--- src/rtl/regfile_wb_scheduler_if.sv ---
// Bundle of issue, writeback and register-file write-port signals for the
// register-file writeback scheduler.
//   master : drives issue/flush and both writeback requests, and receives
//            issue_ready, the writeback grants and the rf write port
//   slave  : the scheduler side of the same signals
interface regfile_wb_scheduler_if #(
  parameter int unsigned DATA_WIDTH = 32,
  parameter int unsigned NUM_REGS   = 32
);
  localparam int unsigned IDX_W = $clog2(NUM_REGS);

  // Issue / hazard check
  logic                  issue_valid;
  logic [IDX_W-1:0]      issue_rs1;
  logic [IDX_W-1:0]      issue_rs2;
  logic [IDX_W-1:0]      issue_rd;
  logic                  issue_ready;
  logic                  flush;

  // Writeback source 0: main pipeline
  logic                  wb0_valid;
  logic [IDX_W-1:0]      wb0_rd;
  logic [DATA_WIDTH-1:0] wb0_data;
  logic                  wb0_ready;

  // Writeback source 1: long-latency unit
  logic                  wb1_valid;
  logic [IDX_W-1:0]      wb1_rd;
  logic [DATA_WIDTH-1:0] wb1_data;
  logic                  wb1_ready;

  // Register-file write port
  logic                  rf_load;
  logic [IDX_W-1:0]      rf_rd;
  logic [DATA_WIDTH-1:0] rf_in;

  modport master (
    output issue_valid, issue_rs1, issue_rs2, issue_rd, flush,
    output wb0_valid, wb0_rd, wb0_data,
    output wb1_valid, wb1_rd, wb1_data,
    input  issue_ready, wb0_ready, wb1_ready,
    input  rf_load, rf_rd, rf_in
  );

  modport slave (
    input  issue_valid, issue_rs1, issue_rs2, issue_rd, flush,
    input  wb0_valid, wb0_rd, wb0_data,
    input  wb1_valid, wb1_rd, wb1_data,
    output issue_ready, wb0_ready, wb1_ready,
    output rf_load, rf_rd, rf_in
  );
endinterface

--- src/rtl/regfile_wb_scheduler.sv ---
// Scoreboard and write-port arbiter for the integer register file.
//   clk, rst : clock and asynchronous active-high reset
//   bus      : slave side of regfile_wb_scheduler_if
//     issue_*   : hazard check for the decoded instruction (issue_ready is comb)
//     flush     : clears the scoreboard, suppresses a same-cycle issue
//     wb0_*     : main-pipeline writeback request / grant
//     wb1_*     : long-latency-unit writeback request / grant
//     rf_*      : register-file write port, combinational from the grant
module regfile_wb_scheduler #(
  parameter int unsigned DATA_WIDTH = 32,
  parameter int unsigned NUM_REGS   = 32
) (
  input  logic                    clk,
  input  logic                    rst,
  regfile_wb_scheduler_if.slave   bus
);
  localparam int unsigned IDX_W = $clog2(NUM_REGS);

  // busy: register has an outstanding write; rr_last: 1 = wb1 won last contention
  logic [NUM_REGS-1:0]   busy_q, busy_d;
  logic                  rr_last_q, rr_last_d;

  logic                  contend_c;
  logic                  grant0_c;
  logic                  grant1_c;
  logic                  grant_any_c;
  logic [IDX_W-1:0]      grant_rd_c;
  logic [DATA_WIDTH-1:0] grant_data_c;
  logic                  issue_ready_c;
  logic                  issue_fire_c;

  // Round-robin arbitration; a lone requester always wins.
  always_comb begin
    contend_c    = bus.wb0_valid & bus.wb1_valid;
    grant0_c     = bus.wb0_valid & (~bus.wb1_valid |  rr_last_q);
    grant1_c     = bus.wb1_valid & (~bus.wb0_valid | ~rr_last_q);
    grant_any_c  = grant0_c | grant1_c;
    grant_rd_c   = '0;
    grant_data_c = '0;
    if (grant0_c) begin
      grant_rd_c   = bus.wb0_rd;
      grant_data_c = bus.wb0_data;
    end else if (grant1_c) begin
      grant_rd_c   = bus.wb1_rd;
      grant_data_c = bus.wb1_data;
    end
  end

  // Hazard check covers RAW on both sources and WAW on the destination.
  always_comb begin
    issue_ready_c = ~(busy_q[bus.issue_rs1] | busy_q[bus.issue_rs2] |
                      busy_q[bus.issue_rd]);
    issue_fire_c  = bus.issue_valid & issue_ready_c & ~bus.flush;
  end

  // Write port and handshake outputs; x0 writes are acknowledged but never load.
  assign bus.issue_ready = issue_ready_c;
  assign bus.wb0_ready   = grant0_c;
  assign bus.wb1_ready   = grant1_c;
  assign bus.rf_load     = grant_any_c & (grant_rd_c != '0);
  assign bus.rf_rd       = grant_rd_c;
  assign bus.rf_in       = grant_data_c;

  // Next state: clear applied before set so a same-edge issue to rd wins.
  always_comb begin
    busy_d    = busy_q;
    rr_last_d = rr_last_q;
    if (contend_c) begin
      rr_last_d = grant1_c;
    end
    if (bus.flush) begin
      busy_d = '0;
    end else begin
      if (grant_any_c) begin
        busy_d[grant_rd_c] = 1'b0;
      end
      if (issue_fire_c) begin
        busy_d[bus.issue_rd] = 1'b1;
      end
    end
    busy_d[0] = 1'b0;
  end

  // State registers; rr_last resets to wb1 so wb0 wins the first contention.
  always_ff @(posedge clk or posedge rst) begin
    if (rst) begin
      busy_q    <= '0;
      rr_last_q <= 1'b1;
    end else begin
      busy_q    <= busy_d;
      rr_last_q <= rr_last_d;
    end
  end
endmodule

--- src/flat_wrapper.sv ---
// flat-port wrapper written by rule: the top's interface ports become plain ports
module regfile_wb_scheduler_flat 
#(
  parameter int unsigned DATA_WIDTH = 32,
  parameter int unsigned NUM_REGS   = 32
)
  (clk, rst, bus_issue_valid, bus_issue_rs1, bus_issue_rs2, bus_issue_rd, bus_flush, bus_wb0_valid, bus_wb0_rd, bus_wb0_data, bus_wb1_valid, bus_wb1_rd, bus_wb1_data, bus_issue_ready, bus_wb0_ready, bus_wb1_ready, bus_rf_load, bus_rf_rd, bus_rf_in);
  regfile_wb_scheduler_if #(.DATA_WIDTH(DATA_WIDTH), .NUM_REGS(NUM_REGS)) bus_i ();
  input  logic clk;
  input  logic rst;
  input wire logic [$bits(bus_i.issue_valid)-1:0] bus_issue_valid;
  input wire logic [$bits(bus_i.issue_rs1)-1:0] bus_issue_rs1;
  input wire logic [$bits(bus_i.issue_rs2)-1:0] bus_issue_rs2;
  input wire logic [$bits(bus_i.issue_rd)-1:0] bus_issue_rd;
  input wire logic [$bits(bus_i.flush)-1:0] bus_flush;
  input wire logic [$bits(bus_i.wb0_valid)-1:0] bus_wb0_valid;
  input wire logic [$bits(bus_i.wb0_rd)-1:0] bus_wb0_rd;
  input wire logic [$bits(bus_i.wb0_data)-1:0] bus_wb0_data;
  input wire logic [$bits(bus_i.wb1_valid)-1:0] bus_wb1_valid;
  input wire logic [$bits(bus_i.wb1_rd)-1:0] bus_wb1_rd;
  input wire logic [$bits(bus_i.wb1_data)-1:0] bus_wb1_data;
  output wire logic [$bits(bus_i.issue_ready)-1:0] bus_issue_ready;
  output wire logic [$bits(bus_i.wb0_ready)-1:0] bus_wb0_ready;
  output wire logic [$bits(bus_i.wb1_ready)-1:0] bus_wb1_ready;
  output wire logic [$bits(bus_i.rf_load)-1:0] bus_rf_load;
  output wire logic [$bits(bus_i.rf_rd)-1:0] bus_rf_rd;
  output wire logic [$bits(bus_i.rf_in)-1:0] bus_rf_in;
  assign bus_i.issue_valid = bus_issue_valid;
  assign bus_i.issue_rs1 = bus_issue_rs1;
  assign bus_i.issue_rs2 = bus_issue_rs2;
  assign bus_i.issue_rd = bus_issue_rd;
  assign bus_i.flush = bus_flush;
  assign bus_i.wb0_valid = bus_wb0_valid;
  assign bus_i.wb0_rd = bus_wb0_rd;
  assign bus_i.wb0_data = bus_wb0_data;
  assign bus_i.wb1_valid = bus_wb1_valid;
  assign bus_i.wb1_rd = bus_wb1_rd;
  assign bus_i.wb1_data = bus_wb1_data;
  assign bus_issue_ready = bus_i.issue_ready;
  assign bus_wb0_ready = bus_i.wb0_ready;
  assign bus_wb1_ready = bus_i.wb1_ready;
  assign bus_rf_load = bus_i.rf_load;
  assign bus_rf_rd = bus_i.rf_rd;
  assign bus_rf_in = bus_i.rf_in;
  regfile_wb_scheduler #(.DATA_WIDTH(DATA_WIDTH), .NUM_REGS(NUM_REGS)) u_core (.clk(clk), .rst(rst), .bus(bus_i));
endmodule
--- config.mk ---
export PLATFORM = sky130hd
export DESIGN_NAME = regfile_wb_scheduler_flat
export DESIGN_NICKNAME = d
export VERILOG_FILES = /design/src/rtl/regfile_wb_scheduler_if.sv /design/src/rtl/regfile_wb_scheduler.sv /design/src/flat_wrapper.sv
export SDC_FILE = /design/constraint.sdc
export NUM_CORES = 1
export LEC_CHECK = 0
export BUFFER_PORTS_ARGS = -buffer_cell sky130_fd_sc_hd__clkbuf_2
export CAP_MARGIN = 30
export CORE_MARGIN = 4
export CORE_UTILIZATION = 50
export CTS_CLUSTER_SIZE = 25
export DETAILED_ROUTE_END_ITERATION = 6
export PLACE_DENSITY = 0.89
export SYNTH_ARGS = -nofsm -noshare
export SYNTH_HDL_FRONTEND = slang
export SYNTH_SLANG_ARGS = --single-unit
--- constraint.sdc ---
create_clock -name clk -period 7.5 [get_ports clk]
set_clock_uncertainty 0.05 [all_clocks]
set_input_delay 2.25 -clock clk [delete_from_list [all_inputs] [get_ports clk]]
set_output_delay 2.25 -clock clk [all_outputs]
set_load 0.02 [all_outputs]
## Word level (Yosys, flattened, before mapping)

Cells that the tools add are included.

| word-level totals | value |
|---|---|
| bits in registers | 32 |
| output and inout bits | 41 |

| cells by class | value |
|---|---|
| $lt $le $gt $ge | 6 |
| multiplexer cells | 18 |
| bitwise logic cells | 19 |
| reduce and logical (&&, ||, !) cells | 3 |

Operator list:

| kind | count |
|---|---|
| 2-to-1 mux 32 bit | 6 |
| AND 32 bit | 1 |
| NOT 32 bit | 1 |
| bitwise OR 32 bit | 1 |
| less-than comparator 5 x 6 -> 1 bit, second input constant | 4 |
| binary-select mux 1 bit (select 5 bit) | 3 |
| demux 1 bit (select 5 bit) | 2 |
| greater-or-equal comparator 5 x 1 -> 1 bit, second input constant | 2 |
| 2-to-1 mux 5 bit | 2 |
| AND 1 bit | 6 |
| 2-to-1 mux 1 bit | 5 |
| NOT 1 bit | 5 |
| bitwise OR 1 bit | 5 |
| nonzero test 5 bit | 1 |
| logical AND 1 bit | 2 |

## Longest topological paths before layout

| logic depth | value |
|---|---|
| depth after elaboration | 16 |
| mapped depth | 9 |
| mapped depth without buffers | 8 |

## Worst setup path before layout

No wires, ideal clock.

| timing path | value |
|---|---|
| path type | in2out |
| from | input bus_issue_rd[0] |
| to | output bus_issue_ready |
| arrival | 3.847 ns |
| data required time | 5.200 ns |
| slack | 1.353 ns |
| stages | 7 |
| path buffers | 2 |
| cells stage by stage | clkbuf_1 -> mux4_2 -> a41oi_1 -> o211a_1 -> nand3_2 -> buf_6 -> inv_1 |

| between the ends | value |
|---|---|
| longest elaborated chain between the ends | 4 |

Ends and longest elaborated chain:

| element | line | text |
|---|---|---|
| from (decl) | flat_wrapper.sv:14 | `input wire logic [$bits(bus_i.issue_rd)-1:0] bus_issue_rd;` |
| binary-select mux 1 bit (select 5 bit) | regfile_wb_scheduler.sv:52 | `busy_q[bus.issue_rd]);` |
| 2-to-1 mux 1 bit (not written as such) | regfile_wb_scheduler.sv:52 |  |
| bitwise OR 1 bit | regfile_wb_scheduler.sv:51 | `issue_ready_c = ~(busy_q[bus.issue_rs1] \| busy_q[bus.issue_rs2] \|` |
| NOT 1 bit | regfile_wb_scheduler.sv:51 |  |
| to (decl) | flat_wrapper.sv:22 | `output wire logic [$bits(bus_i.issue_ready)-1:0] bus_issue_ready;` |

No other way between the ends. The select of a mux whose other input is x is not followed.

## Final worst setup path

Same ends and word-level chain as after synthesis.

==> results.json <==
{
  "status": "finished clean",
  "vias_per_cell": 6.53,
  "cp.arrival_ns": 4.47,
  "cts_hold_buffers": 0,
  "die-width_um": 87,
  "antenna_found_initial": 0,
  "max_freq_mhz": 148,
  "synth_cells": 363,
  "core_um2": 5990,
  "path_clk_slew_ns": 0.06,
  "slew_headroom": 0.418,
  "crit_top_cell": "clkbuf_2",
  "power.internal_uw": 339,
  "synth_area_leader_cell": "dfrtp_1",
  "path_max_fanout": 16,
  "nets": 575,
  "finalSetupViolCount": 0,
  "path_cells": "clkbuf_2, mux4_2, a32oi_4, o211ai_1, nor4_2, nand3_2, inv_1, clkbuf_2",
  "peakVddDrop_v": 0.000109,
  "holdPathStages": 1,
  "routedWlPerCell_um": 19.4,
  "final_hold_viol_count": 0,
  "synth_top_family_by_area": "compound AO/OA/AOI/OAI gates",
  "post_synth.cell_area_avg_um2": 8.60,
  "io_pins": 136,
  "power.density_nw_per_um2": 152,
  "synth_compound_area_frac": 0.284,
  "crit_slowest_cell": "mux4_2",
  "holdPathEnd": "u_core.rr_last_q",
  "synth_xor_area_frac": 0.00281,
  "worstReg2RegEnd": "u_core.busy_q[29]",
  "synth.distinct_cells": 57,
  "finalCritPeriodShare": 0.902,
  "synth_area_leaders": "dfrtp_1, a22o_1, nor2b_1",
  "rsz0062_at_grt": "false",
  "hpwl_mm": 8.33,
  "detail-route-antenna-nets": 0,
  "start_util": 0.521,
  "clk_latency_ns": 0.29,
  "drv_cap": 0,
  "grt-ovfl-total": 0,
  "drt_pass1_iterations": 5,
  "areaGrowthSynthToFinish_pct": 23.0,
  "grt_pass1_vias": 3556,
  "post-cts-setup-buffers": 0,
  "p_switching_uw": 244,
  "cts-root-buf": "clkbuf_8",
  "p_clk_frac": 0.217,
  "io_buffers": 135,
  "drt_wl_total_mm": 10.8,
  "min-delay-start": "u_core.rr_last_q",
  "ys_seq_elements": 32,
  "start_kind": "input pin",
  "synth_top_area_share": 0.249,
  "comb_power_share": 0.466,
  "tightest_slew_ns": 0.867,
  "grt_pass1_wl_mm": 16.9,
  "reg2reg_depth": 8,
  "regToRegSetupSlack_ns": 4.96,
  "cellLeakagePower_uw": 0.00185,
  "muxShareOfSynthArea": 0.163,
  "seqPwrFrac": 0.317,
  "path_class": "in -> out",
  "layout_min_cycle_time_ns": 6.77,
  "ctsLongestPathBuffers": 2,
  "dominantRegCellSynth": "dfrtp_1",
  "setup-tns-final_ns": 0,
  "routed-via-count": 3633,
  "synth.most_common_cell": "o21ai_0",
  "cts.sinks": 32,
  "drcViolationCount": 0,
  "yosys-top-cells-count": "o21ai_0, nand2_1, nor2b_1",
  "rows": 28,
  "reg2reg_from": "u_core.rr_last_q",
  "slowest_delay_ns": 0.58,
  "seq_area_frac_synth": 0.257,
  "post_cts_resized": 0,
  "yosysWarnings": 0,
  "antenna_cells": 0,
  "die-area_um2": 7570,
  "fin_util": 0.641,
  "synth-edff-count": 0,
  "cts_tree": "done",
  "cts_inserted_buffers": 5,
  "grt_use_total": 0.280,
  "hold_class": "reg -> reg",
  "cp.required_ns": 5.20,
  "drive_gt1_frac": 0.341,
  "cts.htree.levels": 2,
  "synth_fa_ha_area_frac": 0,
  "synth_area_um2": 3120,
  "grt_max_degree": 38,
  "synth-simple-area-share": 0.229,
  "syn_nets": 458,
  "drt_iter0_markers": 541,
  "synth-async-reset-ratio": 1.00,
  "end_kind": "output port",
  "power.share.switching": 0.418,
  "dieHeight_um": 87,
  "maxSlewViolCount": 0,
  "gp_congestion": 0.922
}
layout make-up:
cell class / instances / area (um2)
timing repair buffer: 137 / 691
clock inverter: 1 / 5.00
sequential: 32 / 802
tap: 75 / 93.8
inverter: 12 / 45.0
fill: 516 / 2150
clock buffer: 7 / 76.3
multi-input combinational: 292 / 2120
layer usage:
| metal | share of wire | track usage | vias to the layer above |
|---|---|---|---|
| li1 | - | - | 1620 |
| met1 | 0.37 | 0.350 | 1709 |
| met2 | 0.49 | 0.470 | 262 |
| met3 | 0.11 | 0.0520 | 42 |
| met4 | 0.032 | 0.122 | 0 |
| met5 | 0 | 0 | - |
registers in the layout (all words and copies together) (netlist names):
signal	flops
u_core.busy_q	31
u_core.rr_last_q	1
cell usage in the layout (no fill, tap or decap), types with 5 or more instances in the layout:
master    count
o21ai_0      46
dfrtp_1      31
nand2_1      39
mux4_2       10
nand4_1       9
nor2b_1      38
clkbuf_8      5
mux2i_1      22
and3_1        5
nand3_1      11
clkbuf_2    135
o41ai_1       8
inv_1        11
o21ai_1       9
a22o_1       32
a22oi_1       6
nor2_1        9
per-stage QoR:
step / instance area (um2) / total power (uW) / hold slack (ns) / setup WS (ns) / std cells
after CTS: 3840 / 582 / 0.471 / 0.747 / 556
after global placement: 3760 / 450 / 0.437 / 0.818 / 548
after global routing: 3840 / 610 / 0.476 / 0.584 / 556
final: 3840 / 583 / 0.469 / 0.735 / 556
after detailed placement: 3760 / 457 / 0.466 / 0.774 / 548
after floorplan: 3120 / 366 / 0.422 / 1.35 / 363
power groups by stage:
stage          Sequential, uW  Clock, uW  Combinational (uW)
2_1_floorplan             185          0                 181
3_5_place_dp              188          0                 269
4_1_cts                   185        127                 270
5_1_grt                   185        133                 292
6_report                  185        126                 271
3_3_place_gp              187          0                 264
how the worst max path moves through the flow:
stage,depth (start not counted),startpoint,end,slack (ns)
after CTS,8,bus_issue_rd[0],bus_issue_ready,0.75
final,8,bus_issue_rd[0],bus_issue_ready,0.73
after global routing,8,bus_issue_rd[0],bus_issue_ready,0.58
after detailed placement,8,bus_issue_rd[0],bus_issue_ready,0.77
after floorplan,7,bus_issue_rd[0],bus_issue_ready,1.35
after global placement,8,bus_issue_rd[0],bus_issue_ready,0.82
worst max-delay path, delay by kind of cell:
family / cells / cell delay, ns
buffers and inverters: 3 / 0.56
muxes: 1 / 0.58
AOI/OAI and AO/OA: 2 / 0.56
and+or+nand+nor: 2 / 0.51
cells by family (layout without fill, tap and decap cells):
group	after synthesis	count (layout)
AO/OA/AOI/OAI	123	123
XOR/XNOR	1	1
buffers and inverters	39	157
flip-flops	32	32
multiplexers	36	36
AND/OR/NAND/NOR	132	132
No activity file was read; power rests on OpenSTA's default activity.
